==> config.mk <==
export PLATFORM = sky130hd
export DESIGN_NAME = ctrl_pkt_decoder
export DESIGN_NICKNAME = d
export VERILOG_FILES = /design/src/rtl/ctrl_pkt_pkg.sv /design/src/rtl/ctrl_pkt_decoder_byte_timer.sv /design/src/rtl/ctrl_pkt_decoder.sv
export SDC_FILE = /design/constraint.sdc
export NUM_CORES = 1
export LEC_CHECK = 0
export BUFFER_PORTS_ARGS = -buffer_cell sky130_fd_sc_hd__buf_4
export CAP_MARGIN = 20
export CELL_PAD_IN_SITES_DETAIL_PLACEMENT = 0
export CELL_PAD_IN_SITES_GLOBAL_PLACEMENT = 1
export CORE_MARGIN = 1.5
export CORE_UTILIZATION = 38
export CTS_CLUSTER_DIAMETER = 60
export DETAILED_ROUTE_END_ITERATION = 8
export PLACE_DENSITY = 0.74
export SETUP_SLACK_MARGIN = 0.5
export SYNTH_ARGS = -nofsm -noshare
export SYNTH_HDL_FRONTEND = slang
export SYNTH_SLANG_ARGS = --single-unit
==> constraint.sdc <==
create_clock -name clk -period 2.1 [get_ports clk]
set_input_delay 0.105 -clock clk [delete_from_list [all_inputs] [get_ports clk]]
set_output_delay 0.105 -clock clk [all_outputs]
set_load 0.05 [all_outputs]
==> src/rtl/ctrl_pkt_pkg.sv <==
`default_nettype none
// ============================================================================
// Module      : ctrl_pkt_pkg
// Description : Shared constants, state types and checksum helper for the
//               controller-link packet decoder.
// Revision    : 1.0 - initial release
// ============================================================================
package ctrl_pkt_pkg;

    localparam logic [7:0] SYNC_BYTE = 8'hA5;
    localparam logic [7:0] CSUM_XOR  = 8'hFF;

    typedef enum logic [0:0] {
        B_IDLE = 1'b0,
        B_READ = 1'b1
    } bus_state_t;

    typedef enum logic [1:0] {
        HUNT = 2'd0,
        P1   = 2'd1,
        P2   = 2'd2,
        CSUM = 2'd3
    } pkt_state_t;

    function automatic logic [7:0] calc_csum(input logic [7:0] p1, input logic [7:0] p2);
        return p1 ^ p2 ^ CSUM_XOR;
    endfunction

endpackage : ctrl_pkt_pkg
`default_nettype wire

==> src/rtl/ctrl_pkt_decoder_byte_timer.sv <==
`default_nettype none
// ============================================================================
// Module      : ctrl_byte_timer
// Description : Inter-byte timeout counter; expired stays high once the
//               count reaches TIMEOUT_CYCLES until cleared.
// Revision    : 1.0 - initial release
// ============================================================================
module ctrl_byte_timer #(
    parameter int TIMEOUT_CYCLES = 1_000_000
) (
    input  logic clk,
    input  logic rst,
    input  logic clr,
    input  logic run,
    output logic expired
);

    localparam int CNT_W = $clog2(TIMEOUT_CYCLES + 1);
    localparam logic [CNT_W-1:0] c_limit = CNT_W'(TIMEOUT_CYCLES);

    logic [CNT_W-1:0] r_count;
    logic             w_at_limit;

    assign w_at_limit = (r_count == c_limit);
    assign expired    = w_at_limit;

    // Holding at the limit keeps the counter from wrapping if nobody clears it.
    always_ff @(posedge clk) begin
        if (rst) begin
            r_count <= '0;
        end else if (clr) begin
            r_count <= '0;
        end else if (run && !w_at_limit) begin
            r_count <= r_count + 1'b1;
        end
    end

endmodule : ctrl_byte_timer
`default_nettype wire

==> src/rtl/ctrl_pkt_decoder.sv <==
`default_nettype none
// ============================================================================
// Module      : ctrl_pkt_decoder
// Description : Reads bytes from the serial receiver register port and frames
//               sync/P1/P2[/checksum] packets into held button registers.
//               Define CTRL_PKT_CSUM_EN for the 4-byte checksummed packet.
// Revision    : 1.0 - initial release
// ============================================================================
module ctrl_pkt_decoder #(
    parameter int          TIMEOUT_CYCLES = 1_000_000,
    parameter logic [7:0]  SYNC_BYTE      = ctrl_pkt_pkg::SYNC_BYTE
) (
    input  logic       clk,
    input  logic       rst,
    input  logic       rda,
    input  logic [7:0] rx_data,
    output logic       iocs,
    output logic       iorw,
    output logic [1:0] ioaddr,
    output logic [7:0] p1_buttons,
    output logic [7:0] p2_buttons,
    output logic       pkt_valid,
    output logic [7:0] err_count
);

    import ctrl_pkt_pkg::*;

    bus_state_t r_bus_state;
    bus_state_t w_bus_next;
    logic       r_iocs;
    logic       r_iorw;
    logic [7:0] r_byte_q;
    logic       r_byte_vld;

    pkt_state_t r_pkt_state;
    pkt_state_t w_pkt_next;
    logic [7:0] r_p1_tmp;
`ifdef CTRL_PKT_CSUM_EN
    logic [7:0] r_p2_tmp;
    logic       w_load_p2;
`endif
    logic       w_load_p1;
    logic       w_commit;
    logic       w_error;
    logic       w_expired;
    logic       w_tmr_clr;
    logic       w_tmr_run;

    logic [7:0] r_p1_buttons;
    logic [7:0] r_p2_buttons;
    logic       r_pkt_valid;
    logic [7:0] r_err_count;

    assign iocs       = r_iocs;
    assign iorw       = r_iorw;
    assign ioaddr     = 2'b00;
    assign p1_buttons = r_p1_buttons;
    assign p2_buttons = r_p2_buttons;
    assign pkt_valid  = r_pkt_valid;
    assign err_count  = r_err_count;

    // Receiver bus: every read is followed by one idle cycle so the
    // receiver has time to drop rda before it is sampled again.
    always_comb begin
        w_bus_next = r_bus_state;
        case (r_bus_state)
            B_IDLE:  if (rda) w_bus_next = B_READ;
            B_READ:  w_bus_next = B_IDLE;
            default: w_bus_next = B_IDLE;
        endcase
    end

    always_ff @(posedge clk) begin
        if (rst) begin
            r_bus_state <= B_IDLE;
            r_iocs      <= 1'b0;
            r_iorw      <= 1'b0;
            r_byte_q    <= 8'h00;
            r_byte_vld  <= 1'b0;
        end else begin
            r_bus_state <= w_bus_next;
            r_iocs      <= (w_bus_next == B_READ);
            r_iorw      <= (w_bus_next == B_READ);
            r_byte_vld  <= (r_bus_state == B_READ);
            if (r_bus_state == B_READ) begin
                r_byte_q <= rx_data;
            end
        end
    end

    assign w_tmr_clr = r_byte_vld || (r_pkt_state == HUNT);
    assign w_tmr_run = (r_pkt_state != HUNT);

    ctrl_byte_timer #(
        .TIMEOUT_CYCLES (TIMEOUT_CYCLES)
    ) u_byte_timer (
        .clk     (clk),
        .rst     (rst),
        .clr     (w_tmr_clr),
        .run     (w_tmr_run),
        .expired (w_expired)
    );

    // A byte arriving on the expiry cycle takes priority over the timeout.
    always_comb begin
        w_pkt_next = r_pkt_state;
        w_load_p1  = 1'b0;
`ifdef CTRL_PKT_CSUM_EN
        w_load_p2  = 1'b0;
`endif
        w_commit   = 1'b0;
        w_error    = 1'b0;
        if (r_byte_vld) begin
            case (r_pkt_state)
                HUNT: begin
                    if (r_byte_q == SYNC_BYTE) w_pkt_next = P1;
                end
                P1: begin
                    w_load_p1  = 1'b1;
                    w_pkt_next = P2;
                end
                P2: begin
`ifdef CTRL_PKT_CSUM_EN
                    w_load_p2  = 1'b1;
                    w_pkt_next = CSUM;
`else
                    w_commit   = 1'b1;
                    w_pkt_next = HUNT;
`endif
                end
`ifdef CTRL_PKT_CSUM_EN
                CSUM: begin
                    if (r_byte_q == calc_csum(r_p1_tmp, r_p2_tmp)) begin
                        w_commit = 1'b1;
                    end else begin
                        w_error  = 1'b1;
                    end
                    w_pkt_next = HUNT;
                end
`endif
                default: w_pkt_next = HUNT;
            endcase
        end else if (w_expired && (r_pkt_state != HUNT)) begin
            w_error    = 1'b1;
            w_pkt_next = HUNT;
        end
    end

    always_ff @(posedge clk) begin
        if (rst) begin
            r_pkt_state  <= HUNT;
            r_p1_tmp     <= 8'h00;
`ifdef CTRL_PKT_CSUM_EN
            r_p2_tmp     <= 8'h00;
`endif
            r_p1_buttons <= 8'h00;
            r_p2_buttons <= 8'h00;
            r_pkt_valid  <= 1'b0;
            r_err_count  <= 8'h00;
        end else begin
            r_pkt_state <= w_pkt_next;
            r_pkt_valid <= w_commit;
            if (w_load_p1) r_p1_tmp <= r_byte_q;
`ifdef CTRL_PKT_CSUM_EN
            if (w_load_p2) r_p2_tmp <= r_byte_q;
            if (w_commit) begin
                r_p1_buttons <= r_p1_tmp;
                r_p2_buttons <= r_p2_tmp;
            end
`else
            // Without a checksum the P2 byte commits straight from the capture register.
            if (w_commit) begin
                r_p1_buttons <= r_p1_tmp;
                r_p2_buttons <= r_byte_q;
            end
`endif
            if (w_error && (r_err_count != 8'hFF)) begin
                r_err_count <= r_err_count + 8'h01;
            end
        end
    end

endmodule : ctrl_pkt_decoder
`default_nettype wire
==> impl_metrics.py <==
metrics = {
    "outcome": {
        "status": "completed",
    },
    "floorplan": {
        "die_w_microns": 88.8,
        "initial_utilization": 0.390,
        "core-area_sq_um": 7180,
        "die_h_microns": 88.8,
        "rows": 31,
        "die-area_sq_um": 7890,
        "io_pins": 40,
    },
    "global_route": {
        "antenna_found_initial": 0,
        "grt_max_degree": 51,
        "grt_pass1_wl_microns": 11100,
        "gr-total-overflow": 0,
        "grt.total_usage": 0.180,
        "grt_pass1_vias": 2326,
    },
    "drt": {
        "wl_per_cell_microns": 13.9,
        "drc_errors": 0,
        "routed_wl_microns": 6890,
        "routed_via_density": 5.10,
        "dr.pass1.iters": 4,
        "ant_nets": 0,
        "drtIter0Drc": 101,
        "vias": 2523,
    },
    "logic_synthesis": {
        "synthArstFlopShare": 0,
        "yosys-top-cells-count": "dfxtp_1, nand2_1, a21oi_1, nor2_1, mux2i_1",
        "synth_most_common_cell": "dfxtp_1",
        "synth_area_leaders": "dfxtp_1, mux2i_1, nand2_1",
        "yosysSeqAreaShare": 0.465,
        "synth.top_cell.area_share": 0.465,
        "synth_warnings": 0,
        "netlist_instances": 321,
        "synth_cell_types": 45,
        "synth_edf_count": 0,
        "synth_area_per_cell_sq_um": 8.72,
        "ys_ff_latch": 65,
        "post_synth_instance_area_sq_um": 2800,
        "synthFlopType": "dfxtp_1",
        "yosysTopAreaCell": "dfxtp_1",
    },
    "clock_tree": {
        "cts_made_buffers": 9,
        "cts_buffer_depth": 2,
        "cts_tree": "yes",
        "clkSlewWorstSetupHoldPaths_ns": 0.07,
        "clk_latency_ns": 0.33,
        "cts-htree-levels": 3,
        "clockRootBuffer": "clkbuf_8",
        "numClockSinks": 65,
    },
    "power_and_ir_drop": {
        "power.density_nw_per_um2": 592,
        "leakage_nw": 1.50,
        "finalPower_w": 0.00232,
        "irDropWorstVdd_v": 0.000344,
    },
    "critical_path": {
        "worstSetupEndpointType": "flip-flop",
        "path_class": "flip-flop to flip-flop",
        "crit_arrival_ns": 2.12,
        "crit_buf_inv": 1,
        "slowest_stage": "or4_4",
        "start_kind": "flip-flop",
        "r2r_slack_ns": 0.24,
        "worstPathCellList": "ha_4 > inv_4 > or4_4 > or4_1 > a21oi_1",
        "critPathMaxStageDelay_ns": 0.53,
        "cp_top_family": "simple AND/OR/NAND/NOR gates",
        "crit_fanout": 4,
        "required_ns": 2.36,
    },
    "sta": {
        "fin_crit_ns": 1.86,
        "rsz0062_at_grt": "yes",
        "min_period_over_period": 0.886,
        "timing.slew.headroom": 0.584,
        "clock_skew_ns": 0.00561,
        "finalMaxSlewViolations": 0,
        "tightest_slew_ns": 0.622,
        "timing.final.ws_setup_ns": 0.238,
        "holdWs_ns": 0.0110,
        "finalSetupViolations": 0,
        "fmax_ghz": 0.537,
        "final.setup.tns_ns": 0,
        "hold_viol": 0,
    },
    "placement": {
        "gp_congestion": 0.752,
        "io_buffers": 37,
        "place_ws_ns": 0.164,
        "dp_hpwl_microns": 4290,
    },
    "hold_path": {
        "hp-class": "input port to flip-flop",
    },
    "final_layout": {
        "diodes": 0,
        "drive_above_1_share": 0.374,
        "final_nets": 406,
        "area_delta_synth_final_pct": 40.0,
    },
    "run": {
        "max_cap_viol_count": 0,
    },
}
[worst min-delay path: cells and delay by family]
| kind | cells | cell delay (ns) |
|---|---|---|
| buf+inv | 1 | 0.08 |
| simple gates | 1 | 0.07 |
| mux | 1 | 0.05 |
[routing by layer]
layer | vias up | GRT usage | wire length (microns)
met3 | 9 | 0.0308 | 164
met4 | 0 | 0.0767 | 85
met1 | 1207 | 0.249 | 3380
met5 | - | 0 | 0
met2 | 34 | 0.277 | 3250
li1 | 1273 | - | -
[sequential cells by signal (all words and copies together) (netlist names)]
name / flops
r_byte_q: 8
err_count: 8
p2_buttons: 8
r_p1_tmp: 8
r_pkt_state: 2
u_byte_timer.r_count: 20
r_byte_vld: 1
pkt_valid: 1
p1_buttons: 8
iorw: 1
[cells by family (layout without fill, tap and decap cells)]
kind of cell             count (synthesis)  after routing  share of synthesized area
AND/OR/NAND/NOR                        137            137                      0.257
flip-flops                              65             65                      0.465
AO/OA/AOI/OAI                           59             59                      0.124
buffers and inverters                   28            102                     0.0420
multiplexers                            20             20                     0.0724
XOR/XNOR                                 8              8                     0.0250
adder cells (fa/ha/maj)                  3              3                     0.0134
other                                    1              2                    0.00134
[power breakdown]
group	internal [W]	switching, W	total, W	leakage (nW)
Clock	0.000555	0.000451	0.00101	0.100
Sequential	0.00123	0.0000148	0.00124	0.538
Combinational	0.0000332	0.0000398	0.0000731	0.858
Total	0.00182	0.000506	0.00232	1.50
[worst paths after layout]
kind / startpoint / cells after the start / to
setup / recovery: u_byte_timer.r_count[0] / 5 / u_byte_timer.r_count[18]
hold / removal: rx_data[4] / 3 / r_byte_q[4]
setup reg to reg: u_byte_timer.r_count[0] / 5 / u_byte_timer.r_count[18]
hold reg to reg: p1_buttons[5] / 2 / p1_buttons[5]
[per-stage QoR]
step           instance area (sq um)  instances   util
2_1_floorplan                   2920        322      -
3_3_place_gp                    3300        450  0.460
3_5_place_dp                    3300        450  0.460
4_1_cts                         3740        486  0.521
5_1_grt                         3920        495  0.546
6_report                        3920        495  0.546
[timing repair]
| action | CTS | global route |
|---|---|---|
| hold buffers | 5 | 0 |
| hold endpoints to repair | 5 | 0 |
| setup buffers | 16 | 9 |
| setup endpoints to repair | 17 | 24 |
| gates resized for setup | 17 | 33 |
| pin swaps | 8 | 16 |
[cell usage in the layout (no fill, tap or decap), types with 6 or more instances in the layout]
cell,instances
dfxtp_2,11
buf_4,71
clkbuf_8,11
dfxtp_1,44
a21oi_1,26
nand3_1,11
mux2i_1,18
dfxtp_4,10
nor2_1,30
nand4_1,7
o31ai_1,7
a21oi_2,6
nand2_1,42
[final cells by class]
type | count | area (sq um)
Tap cell | 99 | 124
Clock buffer | 13 | 180
Clock inverter | 2 | 10.0
Fill cell | 675 | 3250
Sequential cell | 65 | 1350
Timing Repair Buffer | 80 | 628
Multi-Input combinational cell | 229 | 1590
Inverter | 7 | 33.8
Power figures use the tool's default switching activity.
